**config.mk**
```make
export PLATFORM = sky130hd
export DESIGN_NAME = uart_receiver
export DESIGN_NICKNAME = d
export VERILOG_FILES = /design/src/rtl/uart_receiver.sv
export SDC_FILE = /design/constraint.sdc
export NUM_CORES = 1
export LEC_CHECK = 0
export BUFFER_PORTS_ARGS = -buffer_cell sky130_fd_sc_hd__clkbuf_2
export CORE_ASPECT_RATIO = 0.6
export CORE_MARGIN = 10
export CORE_UTILIZATION = 30
export CTS_CLUSTER_DIAMETER = 60
export DETAILED_ROUTE_END_ITERATION = 10
export PLACE_DENSITY = 0.47
export SLEW_MARGIN = 0
export SYNTH_ARGS = -nofsm -noshare
export SYNTH_HDL_FRONTEND = slang
export SYNTH_SLANG_ARGS = --single-unit
export TNS_END_PERCENT = 100
```
**constraint.sdc**
```tcl
create_clock -name clk -period 3.1 [get_ports clk]
set_clock_uncertainty 0.1 [all_clocks]
set_input_delay 0.155 -clock clk [delete_from_list [all_inputs] [get_ports clk]]
set_output_delay 0.155 -clock clk [all_outputs]
set_load 0.02 [all_outputs]
```
**src/rtl/uart_receiver.sv**
```systemverilog
// 8N1 UART receiver, oversampled at CLKS_PER_BIT; optional rx synchronizer via UART_RX_SYNC_EN.
// Latency: valid at E0 + CLKS_PER_BIT/2 + 9*CLKS_PER_BIT cycles (+2 with UART_RX_SYNC_EN).
// Backpressure: none; data must be taken on the valid strobe and is overwritten by the next good frame.
module uart_receiver #(
    parameter int CLKS_PER_BIT = 16
) (
    input  logic       clk,
    input  logic       rst_n,
    input  logic       rx,
    output logic [7:0] data,
    output logic       valid,
    output logic       frame_err,
    output logic       busy
);

    localparam int H  = CLKS_PER_BIT / 2;
    localparam int CW = $clog2(CLKS_PER_BIT);

    typedef enum logic [2:0] {
        WAIT_HIGH,
        IDLE,
        START,
        DATA,
        STOP
    } state_t;

    state_t          state;
    logic [CW-1:0]   cnt;
    logic [2:0]      bit_idx;
    logic [7:0]      shreg;
    logic            rs;

`ifdef UART_RX_SYNC_EN
    logic [1:0] sync_q;

    // Reset to the idle level so a reset never looks like a start bit.
    always_ff @(posedge clk or negedge rst_n) begin
        if (!rst_n) begin
            sync_q <= 2'b11;
        end else begin
            sync_q <= {sync_q[0], rx};
        end
    end

    assign rs = sync_q[1];
`else
    assign rs = rx;
`endif

    always_ff @(posedge clk or negedge rst_n) begin
        if (!rst_n) begin
            state     <= WAIT_HIGH;
            cnt       <= '0;
            bit_idx   <= '0;
            shreg     <= '0;
            data      <= '0;
            valid     <= 1'b0;
            frame_err <= 1'b0;
            busy      <= 1'b0;
        end else begin
            valid     <= 1'b0;
            frame_err <= 1'b0;
            case (state)
                WAIT_HIGH: begin
                    if (rs) begin
                        state <= IDLE;
                    end
                end
                IDLE: begin
                    if (!rs) begin
                        state <= START;
                        busy  <= 1'b1;
                        cnt   <= '0;
                    end
                end
                START: begin
                    // Mid-start-bit check rejects glitches shorter than half a bit.
                    if (cnt == CW'(H - 1)) begin
                        cnt <= '0;
                        if (rs) begin
                            state <= IDLE;
                            busy  <= 1'b0;
                        end else begin
                            state   <= DATA;
                            bit_idx <= '0;
                        end
                    end else begin
                        cnt <= cnt + CW'(1);
                    end
                end
                DATA: begin
                    if (cnt == CW'(CLKS_PER_BIT - 1)) begin
                        cnt            <= '0;
                        shreg[bit_idx] <= rs;
                        if (bit_idx == 3'd7) begin
                            state <= STOP;
                        end else begin
                            bit_idx <= bit_idx + 3'd1;
                        end
                    end else begin
                        cnt <= cnt + CW'(1);
                    end
                end
                STOP: begin
                    if (cnt == CW'(CLKS_PER_BIT - 1)) begin
                        cnt  <= '0;
                        busy <= 1'b0;
                        if (rs) begin
                            data  <= shreg;
                            valid <= 1'b1;
                            state <= IDLE;
                        end else begin
                            // Line held low (break): wait for idle before arming again.
                            frame_err <= 1'b1;
                            state     <= WAIT_HIGH;
                        end
                    end else begin
                        cnt <= cnt + CW'(1);
                    end
                end
                default: begin
                    state <= WAIT_HIGH;
                end
            endcase
        end
    end

endmodule

```
; Word level (Yosys, flattened, before mapping)
; Cells that the tools add are included.
[word_totals]
regBits = 29
out_inout_bits = 11
word_cells = 72
[classes]
add_sub_neg = 2
order_cmp = 2
n_eq_ne = 16
muxes = 32
reduce_logical = 12
[ops]
columns = op, count
row1 = 3-bit 2-to-1 mux, 10
row2 = 2-bit != test (second input constant), 9
row3 = 3-bit one-hot mux with 5 select lines, 1
row4 = 1-bit 2-to-1 mux, 12
row5 = 4-bit 2-to-1 mux, 3
row6 = 4-bit one-hot mux with 3 select lines, 1
row7 = 5-bit AND reduction, 2
row8 = 8-bit bitwise mux, 1
row9 = 3-bit by 2-bit equality test with 1-bit output (second input constant), 2
row10 = 3-bit equality test (second input constant), 2
row11 = 3-bit one-hot mux with 2 select lines, 1
row12 = 6-bit AND reduction, 1
row13 = 3-bit nonzero test, 2
row14 = 4-bit by 1-bit adder with 4-bit output (second input constant), 1
row15 = 4-bit by 3-bit equality test with 1-bit output (second input constant), 1
row16 = 4-bit equality test (second input constant), 1
row17 = 3-bit by 4-bit < comparator with 1-bit output (second input constant), 1
row18 = 2-bit AND reduction, 2
row19 = 3-bit by 1-bit adder with 3-bit output (second input constant), 1
row20 = 1-bit demux with 3-bit select, 1
row21 = 3-bit by 1-bit equality test with 1-bit output (second input constant), 1
row22 = 3-bit by 1-bit >= comparator with 1-bit output (second input constant), 1
row23 = 3-bit logical NOT, 1
row24 = 1-bit one-hot mux with 3 select lines, 1
row25 = 5 further kinds, 5

; Depth between registers and ports, before layout
[logic_depth]
word_depth = 5
mapped_depth = 5
depth_no_buf = 5

; Least setup slack after synthesis
; OpenSTA, ideal clock, no wires.
[synth_path]
path_kind = register -> register
from = reg cnt[1]
to = reg shreg[2]
setup_ns = 0.125
arrival_time_ns = 1.613
required_time_ns = 2.875
path_slack_ns = 1.262
stages_incl_launch_ff = 6
path_buffers = 0
synth_period_minus_slack_ns = 1.838
path_cell_list = dfrtp_1 > ha_1 > and4b_1 > nand3_2 > nor4b_2 > mux2_2
[synth_via]
elab_chain_len = 2
[synth_rtl]
columns = element, line
row1 = from (decl), 28  ; logic [CW-1:0] cnt;
row2 = from (signal assigned), 88  ; cnt <= cnt + CW'(1);
row3 = from (signal assigned), 101  ; cnt <= cnt + CW'(1);
row4 = from (signal assigned), 118  ; cnt <= cnt + CW'(1);
row5 = 4-bit equality test, 92  ; if (cnt == CW'(CLKS_PER_BIT - 1)) begin
row6 = 2-bit AND reduction (no line), n/a
row7 = "to (signal, indexed assignment)", 94  ; shreg[bit_idx] <= rs;
row8 = to (decl), 30  ; logic [7:0] shreg;
; Every way passes these cells.
; A chain may end at the register's enable or synchronous reset.

; Worst setup path in the final report
; Same ends and word-level chain as after synthesis.

==> results.py <==
metrics = {
    "run_status": {
        "status": "finished clean",
    },
    "floorplanning": {
        "io-pin-count": 14,
        "core-area_um2": 4710,
        "die_w_um": 111,
        "chipHeight_um": 74.8,
        "die_area_um2": 8330,
        "core.rowCount": 19,
        "initial_core_util_pct": 31.9,
    },
    "pwr": {
        "ir_drop_uv": 202,
        "total_power_w": 0.00124,
        "leakage_nw": 0.796,
        "cellPowerDensity_nw_per_um2": 730,
    },
    "worst_setup_path": {
        "crit_path_end_kind": "flop",
        "cp.arrival_ns": 2.15,
        "r2r_start": "cnt[1]$_DFFE_PN0P_",
        "crit_path_end": "shreg[2]$_DFFE_PN0P_",
        "crit_start": "cnt[1]$_DFFE_PN0P_",
        "r2r_slack_ns": 1.01,
        "worst_ep_required_time_ns": 3.17,
        "reg2regPathDepth": 5,
        "path_class": "flop to flop",
        "start_kind": "flop",
        "path_max_fanout": 9,
        "reg2reg_to": "shreg[2]$_DFFE_PN0P_",
    },
    "logic_synthesis": {
        "synth_seq_area_share_pct": 48.3,
        "yosysWarnings": 0,
        "syn_avg_cell_area_um2": 11.4,
        "synth_seq_cells": 29,
        "netlist.area_leader.share_pct": 48.3,
        "synthTopCellsByArea": "dfrtp_1 48%, mux2_4 8.0%, mux2_2 7.5%",
        "synth_top_area_cell": "dfrtp_1",
        "synthCells": 132,
        "synth_area_um2": 1500,
        "synth_nets": 138,
        "synth.distinct_cells": 40,
    },
    "grt": {
        "use_met1_pct": 10.9,
        "grt_max_degree": 30,
        "gr-usage-met3_pct": 2.62,
        "grt_pass1_wl_mm": 5.38,
        "use_met2_pct": 10.9,
        "busiest_layer": "met2",
        "grt_util_all_layers_pct": 7.92,
        "overflow": 0,
        "antenna_found_initial": 0,
        "grt_pass1_vias": 1061,
    },
    "cells_and_area": {
        "nets": 151,
        "drive_above_1_share_pct": 33.6,
        "utilization_pct": 36.2,
        "layout_commonest_cell": "dfrtp_1",
        "area_growth_pct": 13.3,
        "antennaDiodeCount": 0,
        "final_cell_mix": "29 x dfrtp_1, 13 x clkbuf_2, 10 x mux2_2, 9 x nand2_1, 8 x mux2_4",
        "fin_area_um2": 1700,
        "fill_cells": 493,
    },
    "clock_tree": {
        "htree_levels": 2,
        "clock_latency_ns": 0.28,
        "max-clock-path-buffers": 2,
        "cts_tree": "built",
        "path_clk_slew_ns": 0.07,
        "postCtsResizedCells": 0,
        "cts_root_buf": "clkbuf_8",
        "clkSinkCount": 29,
        "cts_buffers": 5,
    },
    "placed_design": {
        "io_buffers": 13,
        "pre_cts_ws_ns": 1.02,
        "place_congestion": 0.773,
        "dpl_cell_area_um2": 1610,
        "dp_hpwl_mm": 2.09,
    },
    "sta": {
        "setup_viol": 0,
        "tns_ns": 0,
        "post-route-min-period_ns": 2.09,
        "setup_slack_ns": 1.01,
        "worst_slew_pin_slew_ns": 0.765,
        "max_freq_ghz": 0.480,
        "maxSlewHeadroom_pct": 49.0,
        "period_share_pct": 67.3,
        "final_max_slew_viol_count": 0,
        "rsz0062_at_grt": "no",
        "hold_viol": 0,
    },
    "drt": {
        "detail_route.wirelength_mm": 3.04,
        "first_pass_iters": 4,
        "avgRoutedWirePerCell_um": 14.6,
        "via_per_inst": 4.90,
        "antenna_left": 0,
        "dr.first_iter.drc_count": 57,
        "vias": 1024,
        "drc": 0,
    },
    "flow_run": {
        "drv_cap": 0,
    },
    "hold_path": {
        "hold_class": "input port to flop",
    },
}
repair_timing:
action | 4_1_cts | 5_1_grt
hold buffers | 1 | 0
hold endpoints to repair | 29 | 0
setup endpoints to repair | 0 | 0
buffers inserted | 0 | 0
flip-flops by register name, indices dropped and copies added (netlist names):
signal	count
shreg	8
bit_idx	3
frame_err	1
state	3
cnt	4
busy	1
data	8
valid	1
metal layers:
metal	up-vias	routed length, µm
met1	490	1630
met4	0	48
met3	7	163
li1	506	-
met5	-	0
met2	21	1200
per-stage QoR:
step	hold slack, ns	cells
3_3_place_gp	0.167	200
2_1_floorplan	-0.241	132
4_1_cts	0.238	209
3_5_place_dp	0.173	200
5_1_grt	0.256	209
6_report	0.236	209
worst min path at each step:
stage	from	slack (ns)	to	depth (start not counted)
global route	rx	0.26	frame_err$_DFF_PN0_	2
global placement	rst_n	0.17	data[4]$_DFFE_PN0P_	1
floorplan	rst_n	-0.24	bit_idx[0]$_DFFE_PN0P_	0
CTS	rx	0.24	frame_err$_DFF_PN0_	2
finish	rx	0.24	frame_err$_DFF_PN0_	2
detailed placement	rst_n	0.17	cnt[1]$_DFFE_PN0P_	1
Yosys cell counts (all sizes together):
master and count:
nand2 10, a21oi 3, nand2b 1, o21a 1
o21bai 1, o221a 1, or2 3, or3b 1
mux2i 1, o41ai 1, a211oi 1, nor4 4
nor2 7, nand3 6, o211ai 2, clkbuf 3
dfrtp 29, o21ai 6, nor4b 1, o221ai 2
ha 3, buf 5, mux2 18, or2b 1
and4b 1, a22oi 1, a31o 2, nor3 4
a22o 2, or3 1, a41oi 1, inv 4
nor3b 1, nand4b 1, nor2b 2, nor4bb 1
where the power goes:
part / internal [W] / switching [W]
Sequential: 0.000461 / 0.000137
Clock: 0.000155 / 0.000145
Combinational: 0.000176 / 0.000168
area by class of cell:
class	count	area, µm²	share of cell area [%]
Clock inverter	2	10.0	0.588
Inverter	4	15.0	0.882
Sequential cell	29	726	42.6
Tap cell	63	78.8	4.63
Clock buffer	6	72.6	4.26
Multi-Input combinational cell	91	724	42.6
Timing Repair Buffer	14	75.1	4.41
worst max-delay path: stages, from the launching register on:
cell	delay [ns]
dfrtp_1	0.40
ha_1	0.31
and4b_1	0.27
nand3_2	0.19
nor4b_2	0.34
mux2_2	0.36
logic make-up (layout without fill, tap and decap cells):
group	after synthesis	count (layout)	synth area share, %
simple gates	45	45	18.2
buf+inv	12	26	3.42
fa+ha+maj	3	3	2.50
compound gates	24	24	11.4
flops	29	29	48.3
mux	19	19	16.2
Note: power is estimated with default switching activity, not from simulation.
